File: config.mk
export PLATFORM = sky130hd
export DESIGN_NAME = int_responder
export DESIGN_NICKNAME = d
export VERILOG_FILES = /design/src/rtl/int_responder.sv
export SDC_FILE = /design/constraint.sdc
export NUM_CORES = 1
export LEC_CHECK = 0
export ABC_AREA = 1
export ABC_CLOCK_PERIOD_IN_PS = 2900
export CORE_ASPECT_RATIO = 0.9
export CORE_MARGIN = 3
export CORE_UTILIZATION = 49
export DETAILED_ROUTE_END_ITERATION = 7
export GPL_ROUTABILITY_DRIVEN = 0
export HOLD_SLACK_MARGIN = 0.03
export PLACE_DENSITY = 0.73
export SLEW_MARGIN = 40
export SYNTH_ARGS = -nofsm -noshare
export SYNTH_HDL_FRONTEND = slang
export SYNTH_SLANG_ARGS = --single-unit
export TNS_END_PERCENT = 5
File: constraint.sdc
create_clock -name clk -period 2.9 [get_ports clk]
set_clock_uncertainty 0.1 [all_clocks]
set_input_delay 0.29 -clock clk [delete_from_list [all_inputs] [get_ports clk]]
set_output_delay 0.29 -clock clk [all_outputs]
set_load 0.01 [all_outputs]
File: src/rtl/int_responder.sv
// Memory-mapped interrupt responder.
// Holds a small FIFO of programmed interrupt events. The oldest event is armed
// on a macroscopic-PC match, waits its programmed delay, then raises
// `interrupt`. The line stays high until the CPU stores to BASE_ADDR.
//
//   state    | meaning
//   ---------+----------------------------------------------------------
//   S_IDLE   | queue empty, nothing to arm
//   S_ARMED  | head event waiting for macroscopic_pc == head.pc
//   S_DLY    | PC matched, counting down the head's delay
//   S_ASSERT | interrupt high, waiting for the handler's acknowledge store
module int_responder #(
    parameter logic [31:0] BASE_ADDR = 32'h0000_7F20,
    parameter int          DEPTH     = 4,
    parameter int          DLY_W     = 8
) (
    input  logic                       clk,
    input  logic                       reset,
    input  logic [31:0]                macroscopic_pc,
    input  logic [31:0]                m_int_addr,
    input  logic [3:0]                 m_int_byteen,
    input  logic                       cfg_valid,
    input  logic [31:0]                cfg_pc,
    input  logic [DLY_W-1:0]           cfg_delay,
    output logic                       cfg_ready,
    output logic                       interrupt,
    output logic [$clog2(DEPTH):0]     pending_cnt,
    output logic [15:0]                ack_cnt,
    output logic                       busy
);

    localparam int PW = $clog2(DEPTH);
    localparam int CW = PW + 1;

    typedef enum logic [1:0] {
        S_IDLE,
        S_ARMED,
        S_DLY,
        S_ASSERT
    } state_t;

    state_t           state;
    logic [DLY_W-1:0] cnt;
    logic [31:0]      q_pc  [DEPTH];
    logic [DLY_W-1:0] q_dly [DEPTH];
    logic [PW-1:0]    wr_ptr;
    logic [PW-1:0]    rd_ptr;
    logic             ack;
    logic             push;
    logic             pop;
    logic             more_left;

    // Full check uses the current count only: a pop in the same cycle does
    // not open a slot for a simultaneous push.
    assign cfg_ready = (pending_cnt < CW'(DEPTH));
    assign ack       = (m_int_addr[31:2] == BASE_ADDR[31:2]) && (m_int_byteen != 4'b0000);
    assign push      = cfg_valid && cfg_ready;
    assign pop       = (state == S_ASSERT) && ack;
    assign busy      = (state != S_IDLE);
    // Entries left after the pop, counting a push landing in the same cycle.
    assign more_left = (pending_cnt != CW'(1)) || push;

    // Event storage; a push never targets the head since it requires a free slot.
    always_ff @(posedge clk) begin
        if (push) begin
            q_pc[wr_ptr]  <= cfg_pc;
            q_dly[wr_ptr] <= cfg_delay;
        end
    end

    // Queue pointers and occupancy.
    always_ff @(posedge clk or posedge reset) begin
        if (reset) begin
            wr_ptr      <= '0;
            rd_ptr      <= '0;
            pending_cnt <= '0;
        end else begin
            if (push) wr_ptr <= wr_ptr + PW'(1);
            if (pop)  rd_ptr <= rd_ptr + PW'(1);
            case ({push, pop})
                2'b10:   pending_cnt <= pending_cnt + CW'(1);
                2'b01:   pending_cnt <= pending_cnt - CW'(1);
                default: pending_cnt <= pending_cnt;
            endcase
        end
    end

    // Event sequencer with registered interrupt and acknowledge counter.
    always_ff @(posedge clk or posedge reset) begin
        if (reset) begin
            state     <= S_IDLE;
            cnt       <= '0;
            interrupt <= 1'b0;
            ack_cnt   <= '0;
        end else begin
            case (state)
                S_IDLE: begin
                    if (pending_cnt != '0) state <= S_ARMED;
                end
                S_ARMED: begin
                    if (macroscopic_pc == q_pc[rd_ptr]) begin
                        cnt   <= q_dly[rd_ptr];
                        state <= S_DLY;
                    end
                end
                S_DLY: begin
                    if (cnt == '0) begin
                        interrupt <= 1'b1;
                        state     <= S_ASSERT;
                    end else begin
                        cnt <= cnt - DLY_W'(1);
                    end
                end
                S_ASSERT: begin
                    if (ack) begin
                        interrupt <= 1'b0;
                        if (ack_cnt != 16'hFFFF) ack_cnt <= ack_cnt + 16'd1;
                        state <= more_left ? S_ARMED : S_IDLE;
                    end
                end
                default: state <= S_IDLE;
            endcase
        end
    end

endmodule

## Yosys cells after proc, flatten, opt, wreduce, memory -nomap -nowiden

Memory sizes are Yosys's and may differ from the RTL's.
Cells that the tools add are included.

- Register bits after elaboration: 34
- Bits in latches: 0
- RAM bits: 160
- Bits in read-only memories: 0
- Input port bits: 111
- Output and inout port bits: 22
- Memories: 2

Memory list:

| name | words | bits a word | rd ports | clocked after Yosys merged registers in | write ports | line | RTL |
|---|---|---|---|---|---|---|---|
| q_pc | 4 | 32 | 1 | 0 | 1 | 44 | `logic [31:0] q_pc [DEPTH];` |
| q_dly | 4 | 8 | 1 | 0 | 1 | 45 | `logic [DLY_W-1:0] q_dly [DEPTH];` |

- Add/sub/neg operators: 6
- $mul: 0
- Div/mod/pow operators: 0
- Order comparisons: 1
- Eq/ne operators: 14
- Shift-type cells: 0
- Muxes and demuxes: 15
- Bitwise operators: 0
- Reductions and logical operators: 16

Operators with widths:

| operator | number |
|---|---|
| 32-bit == test | 1 |
| 30-bit by 13-bit == test with 1-bit output (second input constant) | 1 |
| 16-bit by 1-bit adder with 16-bit output (second input constant) | 1 |
| 8-bit 2-to-1 mux | 2 |
| 16-bit != test (second input constant) | 1 |
| 8-bit case mux with 2 select lines | 1 |
| 2-bit != test (second input constant) | 5 |
| 3-bit AND reduction | 3 |
| 8-bit logical NOT | 1 |
| 2-bit 2-to-1 mux | 4 |
| 2-bit case mux with 4 select lines | 1 |
| 2-bit nonzero test | 4 |
| 8-bit by 1-bit subtractor with 8-bit output (second input constant) | 1 |
| 2-bit == test (second input constant) | 3 |
| 3-bit case mux with 2 select lines | 1 |
| 1-bit 2-to-1 mux | 5 |
| 2-bit by 1-bit adder with 2-bit output (second input constant) | 2 |
| 2-bit by 1-bit == test with 1-bit output (second input constant) | 2 |
| 4-bit AND reduction | 1 |
| 4-bit nonzero test | 1 |
| 3-bit by 1-bit adder with 3-bit output (second input constant) | 1 |
| 1-bit logical AND | 3 |
| 3-bit < comparator (second input constant) | 1 |
| 3-bit by 1-bit != test with 1-bit output (second input constant) | 1 |
| 5 further kinds | 5 |

## Longest topological paths before layout

- Word-level depth: 6
- Depth in mapped cells: 17

## Worst setup path before layout

Ideal clock, no wire load.

- Kind: register -> register
- From: register pending_cnt[2]
- To: memory q_dly[0][0] (enable)
- Data arrival time: 2.490 ns
- Required time: 2.362 ns
- Path slack: -0.127 ns
- Cell stages (with the launch flop): 4
- Path buffers: 0
- Path through: dfrtp_1 -> inv_1 -> nand2_1 -> nor2_1

- Longest elaborated chain between the ends: 4

Ends and longest elaborated chain:

| what | line | RTL |
|---|---|---|
| start: declaration | 27 | `output logic [$clog2(DEPTH):0] pending_cnt,` |
| start signal: assignment | 81 | `2'b10: pending_cnt <= pending_cnt + CW'(1);` |
| start signal: assignment | 82 | `2'b01: pending_cnt <= pending_cnt - CW'(1);` |
| start signal: assignment | 83 | `default: pending_cnt <= pending_cnt;` |
| 3-bit < comparator | 55 | `assign cfg_ready = (pending_cnt < CW'(DEPTH));` |
| via cfg_ready | 25 | `output logic cfg_ready,` |
| 1-bit logical AND | 57 | `assign push = cfg_valid && cfg_ready;` |
| 1-bit 2-to-1 mux | 65 | `if (push) begin` |
| 1-bit 2-to-1 mux (implied by the code) | 67 | `q_dly[wr_ptr] <= cfg_delay;` |
| end: declaration | 45 |  |

The timed path passes the listed nets, and every way through them passes these cells.

## Worst setup path after layout

- From: register rd_ptr[0]
- To: register cnt[7]

- Longest elaborated chain between the ends: 4
- Elaborated cells between the ends (all ways): 7

Ends and longest elaborated chain:

| what | line | RTL |
|---|---|---|
| start: declaration | 47 | `logic [PW-1:0] rd_ptr;` |
| start signal: assignment | 79 | `if (pop) rd_ptr <= rd_ptr + PW'(1);` |
| memory 4 x 32 bit | -- |  |
| 32-bit == test | 101 | `if (macroscopic_pc == q_pc[rd_ptr]) begin` |
| 2-bit != test (no source line) | -- |  |
| 3-bit AND reduction (no source line) | -- |  |
| end signal: assignment | 102 | `cnt <= q_dly[rd_ptr];` |
| end signal: assignment | 111 | `cnt <= cnt - DLY_W'(1);` |
| end: declaration | 43 | `logic [DLY_W-1:0] cnt;` |

Parallel ways exist; a longest one is shown, timed or not. The select of a mux whose other input is x is not followed.
A chain may end at the register's enable or synchronous reset.

==> results <==
==> layout make-up <==
cell class              instances  share of cell area (%)
well taps                     240                   2.696
clock buffers                  17                   3.819
multi-input cells             603                   25.72
flip-flops and latches        194                   50.78
repair buffers                142                   13.05
inverters                      70                   2.359
diodes                          1                 0.02246
clock inverters                15                   1.550
==> worst reg2reg max path, stage by stage, from the launching register on <==
cell	delay, ns
dfrtp_2	0.42
inv_2	0.07
buf_12	0.28
nand2_1	0.19
nand3_1	0.10
nand3_1	0.08
nand2_1	0.08
nand2_1	0.10
nor2_1	0.15
nand2_1	0.06
nor2_1	0.08
nand2_1	0.09
nand2_2	0.22
nand2_2	0.18
nand2_1	0.10
nand2_1	0.06
==> worst paths after layout <==
| kind | slack [ns] | endpoint |
|---|---|---|
| setup / recovery | 0.42 | cnt[7] |
| hold / removal | 0.11 | state[0] |
| setup reg to reg | 0.42 | cnt[7] |
| hold reg to reg | 0.38 | cnt[0] |
| max in group asynchronous | 2.01 | ack_cnt[9] |
| min in group clk | 0.38 | cnt[0] |
==> cells in the mapped netlist <==
master / number
a21o_1: 1
a21oi_1: 5
a221oi_1: 1
a31oi_1: 1
a32o_1: 2
a32oi_1: 1
buf_1: 1
buf_2: 13
buf_4: 4
buf_6: 9
clkbuf_1: 2
clkinv_1: 1
dfrtp_1: 34
edfxtp_1: 160
ha_1: 16
inv_1: 66
inv_2: 3
nand2_1: 316
nand2_2: 3
nand3_1: 119
nand3b_1: 7
nand4_1: 6
nor2_1: 52
nor2_4: 1
nor3_1: 5
nor3b_1: 1
nor4_1: 6
o211ai_1: 1
o21a_1: 1
o21ai_0: 31
o22ai_1: 4
or2_1: 1
or2_2: 1
xnor2_1: 7
xor2_1: 14
==> flip-flops by register name, indices dropped and copies added, names as in the netlist <==
register	flops
interrupt	1
rd_ptr	2
ack_cnt	16
q_dly	32
cnt	8
wr_ptr	2
state	2
q_pc	128
pending_cnt	3
==> metal layers <==
layer	global-route usage [%]	share of wire (%)	wire length (um)	up-vias
met2	32.59	50	9653	172
met1	25.01	43	8177	3037
met4	5.233	0.82	157	2
met3	4.392	6.3	1202	14
li1	-	-	-	3268
met5	0	0.068	13	-
==> power groups by stage <==
| stage | sequential (mW) | clock [mW] | combinational [mW] |
|---|---|---|---|
| 6_report | 3.68 | 2.33 | 1.61 |
| 3_5_place_dp | 3.74 | 0 | 1.63 |
| 3_3_place_gp | 3.72 | 0 | 1.57 |
| 4_1_cts | 3.68 | 2.37 | 1.64 |
| 5_1_grt | 3.72 | 2.48 | 1.82 |
| 2_1_floorplan | 3.73 | 0 | 0.980 |
==> cell families (layout without fill, tap and decap cells) <==
logic type | after synthesis | after routing | synth area share [%]
other cells | 0 | 1 | 0
xor+xnor | 21 | 21 | 2.053
buf+inv | 99 | 244 | 5.250
simple gates | 518 | 518 | 24.32
fa+ha+maj | 16 | 16 | 2.234
flops | 194 | 194 | 63.11
compound gates | 48 | 48 | 3.030
==> flow_summary.toml <==
[run_status]
status = "finished clean"

[worst_setup_path]
cp.depth = 15
worstSetupPathType = "flip-flop to flip-flop"
r2r_cells = 15
worstReg2RegStart = "rd_ptr[0]"
crit_fanout = 80
critPathLaunchType = "flip-flop"
cp_top_family = "simple AND/OR/NAND/NOR gates"
max_stage_delay_ns = 0.42
endpoint_kind = "flip-flop"
crit_chain = "inv_2 > buf_12 > nand2_1 > nand3_1 > nand3_1 > nand2_1 > nand2_1 > nor2_1 > nand2_1 > nor2_1 > nand2_1 > nand2_2 > nand2_2 > nand2_1 > nand2_1"
path_buf_inv = 2
crit_slowest_cell = "dfrtp_2"
crit_top_cell = "nand2_1"
cp_data_arrival_time_ns = 2.70
worst-endpoint-required_ns = 3.11
critPathLaunch = "rd_ptr[0]"

[finish]
multi_input_area_um2 = 2865
mostFrequentLayoutCell = "nand2_1"
area_growth_pct = 24.31
finish.utilization_pct = 62.64
drive_gt1_share_pct = 5.572
final_nets = 1155
stdcell_area_um2 = 11140
area.sequential_um2 = 5657
layout_common_cells = "316 x nand2_1, 160 x edfxtp_1, 130 x clkdlybuf4s50_1"
final_cell_count_no_fill = 1282
nFillCells = 1397

[timing]
setup-tns-final_ns = 0
max_freq_mhz = 402.6
slew_violations = 0
relSlewSlack_pct = 62.51
period_minus_slack_ns = 2.484
rsz0062_at_grt = "no"
fin_crit_sh_pct = 85.64
final.setup.worst_slack_ns = 0.4164
final-setup-viol-count = 0
finalHoldViolations = 0
worst_slew_pin_slew_ns = 0.5611
fin_hold_ws_ns = 0.1055

[cts]
cts_sinks = 194
ctsHoldBuffers = 0
cts-resized-gates = 0
clk_pin_slew_ns = 0.07
postCtsSetupBuffers = 0
cts_root_buf = "clkbuf_16"
cts_buffer_depth = 2
htree_levels = 4
cts_buffers = 17
cts_tree = "built"
insertion_delay_ns = 0.43

[power_and_ir_drop]
internal-power_mw = 5.434
seqPwrFrac_pct = 48.3
switchingPower_mw = 2.189
power.density_nw_per_um2 = 684.3
leakagePower_nw = 4.469
p_total_mw = 7.623
ir_worst_vdd_mv = 0.4350
p_clk_share_pct = 30.6
power.share.switching_pct = 28.72
comb_power_share_pct = 21.1

[global_routing]
grt-ovfl-total = 0
grt_pass1_wl_um = 29840
antenna_found_initial = 2
grt_pass1_vias = 6091
grt_usage_pct = 19.20
grt_max_degree = 81

[detailed_routing]
post-route-drc-count = 0
wl_per_cell_um = 14.98
viasPerCell = 5.065
postRouteAntennaNets = 0
via_count = 6493
drt_first_pass_iters = 5
routed_wl_um = 19200
initialDrtViolationCount = 336

[place]
io_buffers = 130
place.detailed.instances = 1249
dpl.hpwl_um = 12160
post-place-ws_ns = 0.2570
dpl_cell_area_um2 = 10540

[logic_synthesis]
syn_nets = 1023
syn_area_um2 = 8961
synth.largest_area_cell = "edfxtp_1"
ys_seq_area_share_pct = 63.11
syn-mean-instance-area_um2 = 10.00
syn_inst = 896
synth_warnings = 0
synth_top_cell_area_share_pct = 53.62
synth_area_leaders = "edfxtp_1 54%, nand2_1 13%, dfrtp_1 9.5%"
ys_seq_elements = 194
synth_cell_type_count = 35

[hold_path]
holdCritPathClass = "input port to asynchronous set/reset pin"

[die]
std_cell_rows = 46
die_y_um = 134.3
fp.dieW_um = 148.6
io-pin-count = 133
dieArea_um2 = 19950
design.core.area_um2 = 17780
initial_core_util_pct = 50.39

[run]
drv_cap = 0
No activity file was read; power rests on OpenSTA's default activity.
